## src/rtl/cpu_clk_pkg.sv

```systemverilog
// Shared constants for the CPU clock controller: mode encodings and divide limits.
package cpu_clk_pkg;

  localparam logic MODE_STEP     = 1'b0;
  localparam logic MODE_RUN      = 1'b1;
  localparam int   DIV_MIN       = 2;
  localparam int   DIV_W_DEFAULT = 24;

endpackage

```

## src/rtl/button_debounce.sv

```systemverilog
// Two-flop synchroniser followed by a stable-count debouncer for one raw switch or button.
module button_debounce #(
  parameter int CYCLES = 120000
) (
  input  logic clk,
  input  logic rst,
  input  logic raw,
  output logic level
);

  localparam int CNT_W = (CYCLES > 1) ? $clog2(CYCLES) : 1;
  localparam logic [CNT_W-1:0] CNT_LAST = CNT_W'(CYCLES - 1);
  localparam logic [CNT_W-1:0] CNT_ONE  = CNT_W'(1);

  logic             sync_p0;
  logic             sync_p1;
  logic [CNT_W-1:0] stable_cnt;

  always_ff @(posedge clk) begin
    if (rst) begin
      sync_p0    <= 1'b0;
      sync_p1    <= 1'b0;
      stable_cnt <= '0;
      level      <= 1'b0;
    end else begin
      sync_p0 <= raw;
      sync_p1 <= sync_p0;
      // Any cycle that agrees with the accepted level restarts the run.
      if (sync_p1 != level) begin
        if (stable_cnt == CNT_LAST) begin
          level      <= sync_p1;
          stable_cnt <= '0;
        end else begin
          stable_cnt <= stable_cnt + CNT_ONE;
        end
      end else begin
        stable_cnt <= '0;
      end
    end
  end

endmodule

```

## src/rtl/cpu_clock_ctrl.sv

```systemverilog
// CPU clock controller: run mode with loadable divider, debounced single-step, sticky halt.
module cpu_clock_ctrl
  import cpu_clk_pkg::*;
#(
  parameter int DIV_W           = DIV_W_DEFAULT,
  parameter int DIV_DEFAULT     = 6000000,
  parameter int DEBOUNCE_CYCLES = 120000
) (
  input  logic             clk,
  input  logic             rst,
  input  logic             mode_run,
  input  logic             step_btn,
  input  logic             halt,
  input  logic             div_load,
  input  logic [DIV_W-1:0] div_value,
  output logic             cpu_tick,
  output logic             cpu_clk,
  output logic             halted
);

  localparam logic [DIV_W-1:0] DIV_ONE = DIV_W'(1);
  localparam logic [DIV_W-1:0] DIV_RST = DIV_W'(DIV_DEFAULT);

  function automatic logic [DIV_W-1:0] clamp_div(input logic [DIV_W-1:0] v);
    if (v < DIV_W'(DIV_MIN)) return DIV_W'(DIV_MIN);
    return v;
  endfunction

  logic             mode_db;
  logic             btn_db;
  logic             mode_p1;
  logic             btn_p1;
  logic             mode_chg;
  logic             btn_rise;
  logic             run_mode;
  logic [DIV_W-1:0] div_reg;
  logic [DIV_W-1:0] cnt;
  logic [DIV_W-1:0] div_last;
  logic [DIV_W-1:0] half_last;

  logic [DIV_W-1:0] div_nxt;
  logic [DIV_W-1:0] cnt_nxt;
  logic             tick_nxt;
  logic             clk_nxt;
  logic             halted_nxt;

  button_debounce #(.CYCLES(DEBOUNCE_CYCLES)) u_mode_deb (
    .clk   (clk),
    .rst   (rst),
    .raw   (mode_run),
    .level (mode_db)
  );

  button_debounce #(.CYCLES(DEBOUNCE_CYCLES)) u_step_deb (
    .clk   (clk),
    .rst   (rst),
    .raw   (step_btn),
    .level (btn_db)
  );

  assign mode_chg  = mode_db != mode_p1;
  assign btn_rise  = btn_db & ~btn_p1;
  assign run_mode  = mode_db == MODE_RUN;
  assign div_last  = div_reg - DIV_ONE;
  assign half_last = (div_reg >> 1) - DIV_ONE;

  // Halt outranks load, load outranks a mode change; all three leave cnt, tick and clk at zero.
  always_comb begin
    div_nxt    = div_load ? clamp_div(div_value) : div_reg;
    halted_nxt = halted;
    cnt_nxt    = '0;
    tick_nxt   = 1'b0;
    clk_nxt    = 1'b0;
    if (halt || halted) begin
      halted_nxt = 1'b1;
    end else if (!div_load && !mode_chg) begin
      if (run_mode) begin
        if (cnt == div_last) begin
          tick_nxt = 1'b1;
          clk_nxt  = 1'b1;
        end else begin
          cnt_nxt = cnt + DIV_ONE;
          clk_nxt = (cnt == half_last) ? 1'b0 : cpu_clk;
        end
      end else begin
        tick_nxt = btn_rise;
        clk_nxt  = btn_db;
      end
    end
  end

  // Stage p1: registered outputs and edge-detect history of the debounced levels
  always_ff @(posedge clk) begin
    if (rst) begin
      mode_p1  <= MODE_STEP;
      btn_p1   <= 1'b0;
      div_reg  <= DIV_RST;
      cnt      <= '0;
      cpu_tick <= 1'b0;
      cpu_clk  <= 1'b0;
      halted   <= 1'b0;
    end else begin
      mode_p1  <= mode_db;
      btn_p1   <= btn_db;
      div_reg  <= div_nxt;
      cnt      <= cnt_nxt;
      cpu_tick <= tick_nxt;
      cpu_clk  <= clk_nxt;
      halted   <= halted_nxt;
    end
  end

endmodule

```

## config.mk

```make
export PLATFORM = sky130hd
export DESIGN_NAME = cpu_clock_ctrl
export DESIGN_NICKNAME = d
export VERILOG_FILES = /design/src/rtl/cpu_clk_pkg.sv /design/src/rtl/button_debounce.sv /design/src/rtl/cpu_clock_ctrl.sv
export SDC_FILE = /design/constraint.sdc
export NUM_CORES = 1
export LEC_CHECK = 0
export CAP_MARGIN = 40
export CELL_PAD_IN_SITES_DETAIL_PLACEMENT = 1
export CELL_PAD_IN_SITES_GLOBAL_PLACEMENT = 2
export CORE_ASPECT_RATIO = 0.5
export CORE_MARGIN = 2
export CORE_UTILIZATION = 35
export DETAILED_ROUTE_END_ITERATION = 7
export DONT_BUFFER_PORTS = 1
export GPL_TIMING_DRIVEN = 0
export PLACE_DENSITY = 0.76
export SLEW_MARGIN = 20
export SYNTH_ARGS = -nofsm -noshare
export SYNTH_HDL_FRONTEND = slang
export SYNTH_HIERARCHICAL = 1
export SYNTH_SLANG_ARGS = --single-unit
```

## constraint.sdc

```tcl
create_clock -name clk -period 2.9 [get_ports clk]
set_clock_uncertainty 0.1 [all_clocks]
set_input_delay 0.58 -clock clk [delete_from_list [all_inputs] [get_ports clk]]
set_output_delay 0.58 -clock clk [all_outputs]
set_load 0.02 [all_outputs]
```

### Word-level counts from Yosys, hierarchy flattened

Cells that the tools add are included.

| cells by class | value |
|---|---|
| multiplexer cells | 8 |
| $add $sub $neg | 5 |
| reduce and logical (&&, ||, !) cells | 10 |
| multipliers | 0 |
| shifts and indexed selects | 0 |
| bitwise operators | 6 |
| order comparisons | 1 |
| equality and inequality tests | 8 |
| div/mod/pow operators | 0 |

Operators by type and width:

| operator | count |
|---|---|
| $eq A24 B24 Y1 | 2 |
| $mux W24 | 2 |
| $add A17 B1 Y17 const B | 2 |
| $eq A17 B17 Y1 const B | 2 |
| $add A24 B1 Y24 const B | 1 |
| $lt A24 B2 Y1 const B | 1 |
| $sub A23 B1 Y24 const B | 1 |
| $sub A24 B1 Y24 const B | 1 |
| $reduce_or A3 Y1 | 3 |
| $mux W1 | 6 |
| $not A1 Y1 | 5 |
| $reduce_or A5 Y1 | 1 |
| $reduce_and A2 Y1 | 2 |
| $ne A1 B1 Y1 | 3 |
| $ne A3 B3 Y1 const B | 1 |
| $logic_not A1 Y1 | 2 |
| $and A1 B1 Y1 | 1 |
| $logic_and A1 B1 Y1 | 1 |
| $logic_or A1 B1 Y1 | 1 |

| storage, ports and cells | value |
|---|---|
| memory bits (read-only) | 0 |
| memories kept | 0 |
| output and inout port bits | 3 |
| flip-flop bits (word level) | 93 |
| logic and storage cells | 53 |
| bits of input ports | 30 |
| bits in latches | 0 |
| bits in writable memories | 0 |

### Longest topological paths before layout

| logic depth | value |
|---|---|
| depth after elaboration | 5 |
| depth in mapped cells | 12 |
| gate-level depth less buffers | 9 |

### By module

Netlist, hierarchy kept.

Modules (own cells, without submodules):

| module | area each (µm²) | cells each | instances |
|---|---|---|---|
| cpu_clock_ctrl | 3,679.8 | 459 | 1 |
| button_debounce | 903.4 | 95 | 2 |

### Worst setup path before layout

No wires, ideal clock.

| timing | value |
|---|---|
| kind | flip-flop to flip-flop |
| start point | reg div_reg[2] |
| end point | reg cnt[15] |
| cell stages (with the launch flop) | 13 |
| slack | -58 ps |
| library setup time | 115 ps |
| arrival time | 2,744 ps |
| cell sequence | dfxtp_1 > clkbuf_1 > inv_1 > ha_1 > clkbuf_1 > or4b_1 > or4_1 > xnor2_1 > nand4_1 > nor4_1 > a311o_2 > buf_6 > nor2_1 |

| between the ends | value |
|---|---|
| cells in the longest elaborated chain, start to end | 3 |

RTL lines:

| item | RTL line | source |
|---|---|---|
| from (decl) | cpu_clock_ctrl.sv:36 | `logic [DIV_W-1:0] div_reg;` |
| from (signal assigned) | cpu_clock_ctrl.sv:105 | `div_reg <= div_nxt;` |
| $sub A24 B1 Y24 | cpu_clock_ctrl.sv:64 | `assign div_last = div_reg - DIV_ONE;` |
| $eq A24 B24 Y1 | cpu_clock_ctrl.sv:78 | `if (cnt == div_last) begin` |
| $reduce_or A5 Y1 (no source line) | n/a |  |
| to (signal assigned) | cpu_clock_ctrl.sv:106 | `cnt <= cnt_nxt;` |
| to (decl) | cpu_clock_ctrl.sv:37 | `logic [DIV_W-1:0] cnt;` |

Every way passes these cells.
A chain may end at the register's enable or synchronous reset.

### Worst setup path after layout

| timing | value |
|---|---|
| start point | reg div_reg[1] |
| end point | reg cnt[6] |

The elaborated chain is that of the path after synthesis.

==> summary.md <==
| Metric | Value |
|---|---|
| DRC Markers | 0 |
| P&R area growth vs syn | 19.4% |
| Power density cells | 450 mW/mm2 |
| Setup TNS | -0.496 ns |
| Die Wd | 181 um |
| Sequential area share after synthesis | 33.9% |
| Main flop type after synthesis | dfxtp_1 |
| Num ports | 33 |
| Top post-synthesis cells by area | dfxtp_1 (34%), xor2_1 (9.7%), xnor2_1 (8.5%), nor2_1 (6.0%), nand4_1 (3.1%) |
| Clk pin slew, worst setup/hold paths | 0.07 ns |
| Clock buffer depth | 2 |
| Initial antenna violation count | 0 |
| Required time worst endpoint | 3.04 ns |
| #FFs+latches synth | 93 |
| Post-route insts no fill | 889 |
| Synth Net Count | 684 |
| Vias in the first global route | 4910 |
| Num rows | 32 |
| Slew Limit Fails | 0 |
| Startpoint Class | flop |
| Chip height | 92.5 um |
| CP Class | flop to flop |
| I/O Buffers | 0 |
| Total GRT Usage | 19.4% |
| First-pass GRT wire length | 25.7 mm |
| Hold WC Path Type | input port to flop |
| Yosys top cell area share | 33.9% |
| Yosys cell types | 66 |
| WP data arrival | 3.07 ns |
| DRT Pass-1 Iters | 4 |
| Drt total wl | 15.6 mm |
| DIE AREA | 0.0168 mm2 |
| Final Cycle Share | 101% |
| Post-synth top cells | dfxtp_1 (93), nor2_1 (87), xor2_1 (61) |
| Final setup margin | -0.0300 ns |
| Initial Util | 35.7% |
| Peak supply drop | 0.000233 V |
| Final setup violation count | 24 |
| Cells after synthesis | 649 |
| Worst setup EP type | flop |
| Worst-path maximum fanout | 6 |
| HPWL Detailed | 11.1 mm |
| Mapped cell area | 0.00549 mm2 |
| Grt ovf | 0 |
| Hold Fails Final Rpt | 0 |
| Placed cell count | 853 |
| Vias | 4757 |
| CTS tree | yes |
| Syn Area/Cell | 8.45 um2 |
| DRT antenna net count | 0 |
| Largest net degree at the start of global routing | 17 |
| Peak Freq | 341 MHz |
| Vias per cell | 5.35 |
| Unrepaired setup endpoints after global routing | yes |
| Post-synth EDFFs | 0 |
| Layout fillers | 1836 |
| Synth area leader | dfxtp_1 |
| Core area | 0.0154 mm2 |
| Violated checks | setup timing |
| Max cap viols | 0 |
| Fraction of layout cells with a size suffix above 1 | 20.3% |
| Most frequent cell after synthesis | dfxtp_1 |
| Slew headroom | 57.2% |
| H-tree levels | 3 |
| Async S/R FF share, synth | 0% |
| Drt initial violations | 220 |
| Post-DR wirelength/cell | 17.6 um |
| Clock Latency Late Sink | 0.35 ns |
| Antenna cells | 0 |
| Final min period | 2.93 ns |
| Worst slew pin tran | 0.641 ns |
| Final #Nets | 715 |
| Placer Congestion | 0.834 |
| Sink Count | 93 |
| Status | finished, violations left |
| Root Buffer | clkbuf_16 |
| CTS Buf Count | 9 |
| Leak | 2.22 nW |
| YS warnings | 6 |
-- layer usage --
metal	part of all wire, %	track usage, %	wire [um]
met2	47	33.6	7410
met1	49	25.0	7630
met5	0	0	0
met3	2.1	3.22	329
met4	1.7	6.03	273
-- where the power goes --
group          switching (W)  internal (W)
Clock               0.000545      0.000724
Combinational       0.000187      0.000149
Sequential         0.0000377       0.00130
-- layout by cell type (no fill, tap or decap), drive strengths merged, types with 5 or more instances in the layout --
cell type / instances
dfxtp: 93
nor2: 88
xor2: 61
xnor2: 53
buf: 50
clkbuf: 33
nand4: 29
nand3: 27
nand2: 27
nor4: 21
nor2b: 16
o21ai: 16
nor3: 15
inv: 15
a21oi: 14
a211o: 12
a22o: 12
and3: 11
or3: 10
and4: 8
and2: 7
or4: 6
nor3b: 5
ha: 5
-- per-stage QoR --
stage / power (W) / util, % / worst slack [ns] / hold slack (ns) / instance area, um2
after floorplan: 0.00157 / - / 0.0142 / 0.291 / 5490
after global placement: 0.00163 / 37.4 / -0.773 / 0.334 / 5740
after detailed placement: 0.00163 / 37.4 / -0.795 / 0.321 / 5740
after CTS: 0.00295 / 41.0 / -0.224 / 0.176 / 6300
after global routing: 0.00307 / 42.6 / -0.135 / 0.177 / 6550
final: 0.00295 / 42.6 / -0.0300 / 0.191 / 6550
-- critical path: stages (launching register included) --
cell,delay [ns]
dfxtp_4,0.37
inv_4,0.06
buf_4,0.10
ha_4,0.14
nor3b_4,0.35
nand2_2,0.14
or4_1,0.54
nand3_1,0.13
nor4b_4,0.29
a311o_2,0.37
buf_6,0.17
nor2_2,0.04
-- worst paths after layout --
check                                        startpoint                             to  slack [ns]  cells past startpoint
worst max register to register  div_reg[1]$_SDFFE_PP0P_              cnt[6]$_SDFF_PP0_       -0.03                     11
worst max-delay path            div_reg[1]$_SDFFE_PP0P_              cnt[6]$_SDFF_PP0_       -0.03                     11
worst min-delay path                                rst  u_step_deb/sync_p1$_SDFF_PP0_        0.19                      1
worst min register to register        btn_p1$_SDFF_PP0_            cpu_tick$_SDFF_PP0_        0.34                      1
-- cell type report --
| type | count | area [um2] | share of cell area, % |
|---|---|---|---|
| Multi-Input combinational cell | 491 | 3590 | 54.9 |
| Sequential cell | 93 | 1870 | 28.6 |
| Tap cell | 204 | 255 | 3.90 |
| Clock buffer | 11 | 253 | 3.86 |
| Buffer | 45 | 245 | 3.74 |
| Timing Repair Buffer | 27 | 214 | 3.27 |
| Clock inverter | 5 | 63.8 | 0.974 |
| Inverter | 13 | 53.8 | 0.821 |
-- kinds of logic (layout without fill, tap and decap cells) --
logic type / Yosys count / in the layout / synth area share (%)
muxes: 3 / 3 / 0.547
buffers and inverters: 65 / 101 / 5.72
adders and majority gates: 5 / 5 / 1.14
DFF: 93 / 93 / 33.9
and+or+nand+nor: 289 / 289 / 29.5
xor gates and xnor gates: 114 / 114 / 18.2
AOI/OAI and AO/OA: 80 / 80 / 11.0
-- what timing repair did --
item | 4_1_cts | 5_1_grt
buffers inserted | 9 | 17
hold buffers | 0 | 0
cloned | 2 | 0
gates resized for setup | 39 | 40
pin swaps | 26 | 18
endpoints found under the setup margin | 26 | 26
(Power assumes the default switching activity.)
